[src/rtl/pid_pkg.sv]
// Shared widths, FSM encoding, config addresses and clamp helpers for the PID term sequencer.
package pid_pkg;
    localparam int DW   = 6;
    localparam int GW   = 6;
    localparam int FRAC = 2;
    localparam int IW   = 10;
    localparam int PW   = IW + GW + 1;

    typedef enum logic [2:0] {
        IDLE  = 3'd0,
        ERR   = 3'd1,
        MUL_P = 3'd2,
        MUL_I = 3'd3,
        MUL_D = 3'd4,
        DONE  = 3'd5
    } state_t;

    localparam logic [1:0] CFG_KP = 2'd0;
    localparam logic [1:0] CFG_KI = 2'd1;
    localparam logic [1:0] CFG_KD = 2'd2;

    // A value fits when every bit above the target sign bit matches it.
    function automatic logic signed [IW-1:0] sat_iw(input logic signed [IW:0] v);
        logic signed [IW-1:0] r;
        if (v[IW] == v[IW-1]) begin
            r = v[IW-1:0];
        end else if (v[IW]) begin
            r = {1'b1, {(IW-1){1'b0}}};
        end else begin
            r = {1'b0, {(IW-1){1'b1}}};
        end
        return r;
    endfunction

    function automatic logic signed [DW-1:0] sat_dw(input logic signed [PW-1:0] v);
        logic signed [DW-1:0] r;
        logic [PW-DW:0]       hi;
        hi = v[PW-1:DW-1];
        if ((&hi) || !(|hi)) begin
            r = v[DW-1:0];
        end else if (v[PW-1]) begin
            r = {1'b1, {(DW-1){1'b0}}};
        end else begin
            r = {1'b0, {(DW-1){1'b1}}};
        end
        return r;
    endfunction
endpackage

[src/rtl/pid_sat_shift.sv]
// Rescales a raw gain product by the gain fraction (floor) and clamps it to a contribution.
module pid_sat_shift
    import pid_pkg::*;
(
    input  logic signed [PW-1:0] prod,
    output logic signed [DW-1:0] res
);
    logic signed [PW-1:0] shifted_s;

    // Arithmetic shift rounds toward minus infinity, then clamp.
    always_comb begin
        shifted_s = prod >>> FRAC;
        res       = sat_dw(shifted_s);
    end
endmodule

[src/rtl/pid_term_sequencer.sv]
// Sequences one sample through error/integrator/derivative update and a shared gain multiplier
// to produce the P, I and D contributions.
module pid_term_sequencer
    import pid_pkg::*;
(
    input  logic                 clk,
    input  logic                 rst,
    input  logic                 sample_valid,
    output logic                 sample_ready,
    input  logic signed [DW-1:0] setpoint,
    input  logic signed [DW-1:0] measure,
    input  logic                 cfg_we,
    input  logic [1:0]           cfg_addr,
    input  logic [GW-1:0]        cfg_data,
    input  logic                 int_clear,
    output logic signed [DW-1:0] p_contrib,
    output logic signed [DW-1:0] i_contrib,
    output logic signed [DW-1:0] d_contrib,
    output logic                 contrib_valid,
    output logic                 busy
);
    state_t               state_r;
    logic                 sample_ready_r;
    logic                 contrib_valid_r;
    logic signed [DW-1:0] sp_r, meas_r;
    logic [GW-1:0]        kp_r, ki_r, kd_r;
    logic [GW-1:0]        kp_snap_r, ki_snap_r, kd_snap_r;
    logic signed [DW:0]   e_r, e_prev_r;
    logic signed [DW+1:0] diff_r;
    logic signed [IW-1:0] acc_r, acc_op_r;
    logic signed [DW-1:0] pend_p_r, pend_i_r, pend_d_r;
    logic signed [DW-1:0] p_contrib_r, i_contrib_r, d_contrib_r;

    logic signed [DW:0]   e_s, e_prev_eff_s;
    logic signed [DW+1:0] diff_s;
    logic signed [IW-1:0] acc_base_s, acc_next_s;
    logic signed [IW:0]   acc_sum_s;
    logic signed [IW-1:0] op_s;
    logic [GW-1:0]        gain_s;
    logic signed [PW-1:0] prod_s;
    logic signed [DW-1:0] res_s;

    // ERR-step arithmetic; a concurrent int_clear wipes the history before it is used.
    always_comb begin
        e_s = {sp_r[DW-1], sp_r} - {meas_r[DW-1], meas_r};
        if (int_clear) begin
            e_prev_eff_s = {(DW+1){1'b0}};
            acc_base_s   = {IW{1'b0}};
        end else begin
            e_prev_eff_s = e_prev_r;
            acc_base_s   = acc_r;
        end
        diff_s     = {e_s[DW], e_s} - {e_prev_eff_s[DW], e_prev_eff_s};
        acc_sum_s  = {acc_base_s[IW-1], acc_base_s} + {{(IW-DW){e_s[DW]}}, e_s};
        acc_next_s = sat_iw(acc_sum_s);
    end

    // Operand/gain select for the single shared multiplier.
    always_comb begin
        op_s   = {IW{1'b0}};
        gain_s = {GW{1'b0}};
        case (state_r)
            MUL_P: begin
                op_s   = {{(IW-DW-1){e_r[DW]}}, e_r};
                gain_s = kp_snap_r;
            end
            MUL_I: begin
                op_s   = acc_op_r;
                gain_s = ki_snap_r;
            end
            MUL_D: begin
                op_s   = {{(IW-DW-2){diff_r[DW+1]}}, diff_r};
                gain_s = kd_snap_r;
            end
            default: begin
                op_s   = {IW{1'b0}};
                gain_s = {GW{1'b0}};
            end
        endcase
        prod_s = $signed({{(PW-IW){op_s[IW-1]}}, op_s}) * $signed({{(PW-GW){1'b0}}, gain_s});
    end

    pid_sat_shift u_sat_shift (
        .prod (prod_s),
        .res  (res_s)
    );

    // Sequencer FSM with gain registers, integrator and registered outputs.
    always_ff @(posedge clk or posedge rst) begin
        if (rst) begin
            state_r         <= IDLE;
            sample_ready_r  <= 1'b1;
            contrib_valid_r <= 1'b0;
            sp_r            <= {DW{1'b0}};
            meas_r          <= {DW{1'b0}};
            kp_r            <= {GW{1'b0}};
            ki_r            <= {GW{1'b0}};
            kd_r            <= {GW{1'b0}};
            kp_snap_r       <= {GW{1'b0}};
            ki_snap_r       <= {GW{1'b0}};
            kd_snap_r       <= {GW{1'b0}};
            e_r             <= {(DW+1){1'b0}};
            e_prev_r        <= {(DW+1){1'b0}};
            diff_r          <= {(DW+2){1'b0}};
            acc_r           <= {IW{1'b0}};
            acc_op_r        <= {IW{1'b0}};
            pend_p_r        <= {DW{1'b0}};
            pend_i_r        <= {DW{1'b0}};
            pend_d_r        <= {DW{1'b0}};
            p_contrib_r     <= {DW{1'b0}};
            i_contrib_r     <= {DW{1'b0}};
            d_contrib_r     <= {DW{1'b0}};
        end else begin
            contrib_valid_r <= 1'b0;

            case (cfg_addr)
                CFG_KP:  if (cfg_we) kp_r <= cfg_data; else kp_r <= kp_r;
                CFG_KI:  if (cfg_we) ki_r <= cfg_data; else ki_r <= ki_r;
                CFG_KD:  if (cfg_we) kd_r <= cfg_data; else kd_r <= kd_r;
                default: kp_r <= kp_r;
            endcase

            case (state_r)
                IDLE: begin
                    if (sample_valid && sample_ready_r) begin
                        sp_r           <= setpoint;
                        meas_r         <= measure;
                        kp_snap_r      <= kp_r;
                        ki_snap_r      <= ki_r;
                        kd_snap_r      <= kd_r;
                        sample_ready_r <= 1'b0;
                        state_r        <= ERR;
                    end else begin
                        sample_ready_r <= 1'b1;
                    end
                end
                ERR: begin
                    e_r      <= e_s;
                    diff_r   <= diff_s;
                    acc_r    <= acc_next_s;
                    acc_op_r <= acc_next_s;
                    state_r  <= MUL_P;
                end
                MUL_P: begin
                    pend_p_r <= res_s;
                    state_r  <= MUL_I;
                end
                MUL_I: begin
                    pend_i_r <= res_s;
                    state_r  <= MUL_D;
                end
                MUL_D: begin
                    pend_d_r <= res_s;
                    state_r  <= DONE;
                end
                DONE: begin
                    p_contrib_r     <= pend_p_r;
                    i_contrib_r     <= pend_i_r;
                    d_contrib_r     <= pend_d_r;
                    contrib_valid_r <= 1'b1;
                    e_prev_r        <= e_r;
                    state_r         <= IDLE;
                end
                default: begin
                    state_r <= IDLE;
                end
            endcase

            // Outside ERR the clear wins over any integrator update; in ERR it was folded in above.
            if (int_clear) begin
                e_prev_r <= {(DW+1){1'b0}};
                if (state_r != ERR) begin
                    acc_r <= {IW{1'b0}};
                end
            end
        end
    end

    assign sample_ready  = sample_ready_r;
    assign busy          = ~sample_ready_r;
    assign contrib_valid = contrib_valid_r;
    assign p_contrib     = p_contrib_r;
    assign i_contrib     = i_contrib_r;
    assign d_contrib     = d_contrib_r;
endmodule

[config.mk]
export PLATFORM = sky130hd
export DESIGN_NAME = pid_term_sequencer
export DESIGN_NICKNAME = d
export VERILOG_FILES = /design/src/rtl/pid_pkg.sv /design/src/rtl/pid_sat_shift.sv /design/src/rtl/pid_term_sequencer.sv
export SDC_FILE = /design/constraint.sdc
export NUM_CORES = 1
export LEC_CHECK = 0
export ABC_AREA = 1
export BUFFER_PORTS_ARGS = -buffer_cell sky130_fd_sc_hd__buf_2
export CELL_PAD_IN_SITES_DETAIL_PLACEMENT = 2
export CELL_PAD_IN_SITES_GLOBAL_PLACEMENT = 2
export CORE_MARGIN = 4
export CORE_UTILIZATION = 34
export DETAILED_ROUTE_END_ITERATION = 8
export PLACE_DENSITY = 0.87
export SETUP_SLACK_MARGIN = 0.02
export SYNTH_ARGS = -nofsm -noshare
export SYNTH_HDL_FRONTEND = slang
export SYNTH_HIERARCHICAL = 1
export SYNTH_SLANG_ARGS = --single-unit
[constraint.sdc]
create_clock -name clk -period 4.9 [get_ports clk]
set_input_delay 0.245 -clock clk [delete_from_list [all_inputs] [get_ports clk]]
set_output_delay 0.245 -clock clk [all_outputs]
set_load 0.005 [all_outputs]
==> flow_metrics.tcl <==
set metrics [dict create \
    die_height_um 171 \
    antenna_cells 0 \
    critPathCaptureType "flip-flop" \
    path_common_cell "inv_2" \
    layout.filler_cells 2927 \
    place_congestion 0.780 \
    die_w_um 171 \
    crit_path_max_incr_delay_ps 600 \
    wirelength_um 45900 \
    grt_setup_unrepaired "true" \
    synthCells 1162 \
    hold_viol 0 \
    reg2reg_from "state_r[0]" \
    grt_start_max_net_pins 55 \
    areaGrowthSynthToFinish_pct 31.3 \
    stdcell_count 1673 \
    fp.dieArea_sq_um 29200 \
    final.min_clock_period_ps 6320 \
    power.density_nw_per_um2 793 \
    tritoncts "yes" \
    synth.net_count 1290 \
    violations "setup timing" \
    clk_path_buf_depth 2 \
    wl_per_cell_um 27.5 \
    port-buffer-count 45 \
    final_util_pct 45.4 \
    maxCapViolations 0 \
    slew_violations 0 \
    layout_commonest_cell "nand2_1" \
    drc 0 \
    hold_path_class "in -> reg" \
    grt_pass1_wl_um 60200 \
    clk_latency_ps 450 \
    firstDrtPassIters 5 \
    final_layout_size_suffix_gt1_share_pct 28.3 \
    critPathKind "reg -> reg" \
    finalCritPeriodShare_pct 129 \
    setup-tns-final_ps -22030 \
    numCtsBuffers 17 \
    cts_num_sinks 131 \
    track_usage_pct 27.4 \
    slowest_stage "fa_1" \
    leakagePower_uw 0.00667 \
    viasPerCell 5.45 \
    hp-start "setpoint[2]" \
    num_rows 59 \
    relSlewSlack_pct 29.7 \
    crit_start "state_r[0]" \
    first_global_vias 10139 \
    yosys_warnings 6 \
    io_pins 46 \
    fin_nets 1454 \
    setup_viol 18 \
    grt_overflow_total 0 \
    core_area_sq_um 26100 \
    fmax_ghz 0.158 \
    syn_area_sq_um 9010 \
    cp-start-kind "flip-flop" \
    final_cell_mix "nand2_1 (388), inv_1 (165), dfrtp_1 (129)" \
    peakVddDrop_v 0.000267 \
    worst_slew_pin_slew_ps 1050 \
    htreeDepth 4 \
    cp_max_fo 6 \
    critPathArrivalTime_ps 6680 \
    dr_total_vias 9123 \
    initial_core_util_pct 34.6 \
    antenna_found_initial 1 \
    setup_slack_ps -1420 \
    cts_root_buffer "clkbuf_16" \
    hpwl_um 24700 \
    drtIter0Drc 729 \
    drtAntennaViolNets 0 \
    status "finished, violations left" \
    place_inst 1583 \
    path_clk_slew_ps 60 \
    finalClockSkew_ps 12.4 \
    rrSetupSlack_ps -1420 \
    avgSynthCellArea_sq_um 7.75 \
    required_ps 5260 \
]
-- worst max-delay path, delay by kind of cell (launching register included) --
kind / cells / cell delay, ps
buffers and inverters: 10 / 1000
AOI/OAI and AO/OA: 4 / 610
and+or+nand+nor: 13 / 1590
adders and majority gates: 5 / 2310
DFF: 1 / 420
xor gates and xnor gates: 1 / 290
-- repair_timing --
action                                  4_1_cts  5_1_grt
pin swaps                                    55       55
endpoints found under the hold margin        52        0
endpoints found under the setup margin       18       18
hold buffers                                  1        0
cloned                                        0        0
setup buffers                                29       31
resized for setup                            54       97
-- registers in the layout, indices dropped and copies added (netlist names), 7 cells and up --
register / flops
acc_op_r: 10
acc_r: 10
diff_r: 8
e_prev_r: 7
e_r: 7
-- power by group --
group / internal [uW] / total [uW] / switching [uW]
clock: 812 / 1380 / 567
combinational: 2050 / 6100 / 4050
sequential: 1520 / 1890 / 370
-- final cells by class --
| type | count | area, sq um | share of cell area [%] |
|---|---|---|---|
| Timing Repair Buffer | 174 | 1320 | 11.1 |
| Multi-Input combinational cell | 786 | 5380 | 45.5 |
| Sequential cell | 131 | 3280 | 27.7 |
| Tap cell | 335 | 419 | 3.54 |
| Inverter | 216 | 831 | 7.03 |
| Clock buffer | 19 | 443 | 3.75 |
| Clock inverter | 12 | 156 | 1.32 |
-- per-layer routing --
metal  up-vias  share of wire (%)  routed length [um]  track usage (%)
met5         -              0.028                  13                0
met4         2                6.3                2880             13.3
met3       185                4.9                2230             4.94
met2       407                 53               24300             51.9
met1      4665                 36               16600             29.0
li1       3864                  -                   -                -
-- per-stage QoR --
step	setup slack, ps	hold WS (ps)	total power, uW	cell area, sq um
floorplan	-13.4	362	4780	9220
global placement	-373	395	5940	10200
detailed placement	-815	427	6470	10200
CTS	-724	2.78	8260	11300
global route	-1490	9.99	9830	11800
finish	-1420	0.166	9380	11800
-- path summary, 6_finish.rpt --
check	to	depth (start not counted)
setup / recovery	pend_i_r[1]	33
hold / removal	sp_r[2]	3
setup reg to reg	pend_i_r[1]	33
hold reg to reg	d_contrib[2]	2
max in group asynchronous	state_r[2]	4
min in group asynchronous	p_contrib[3]	3
Power figures use the tool's default switching activity.
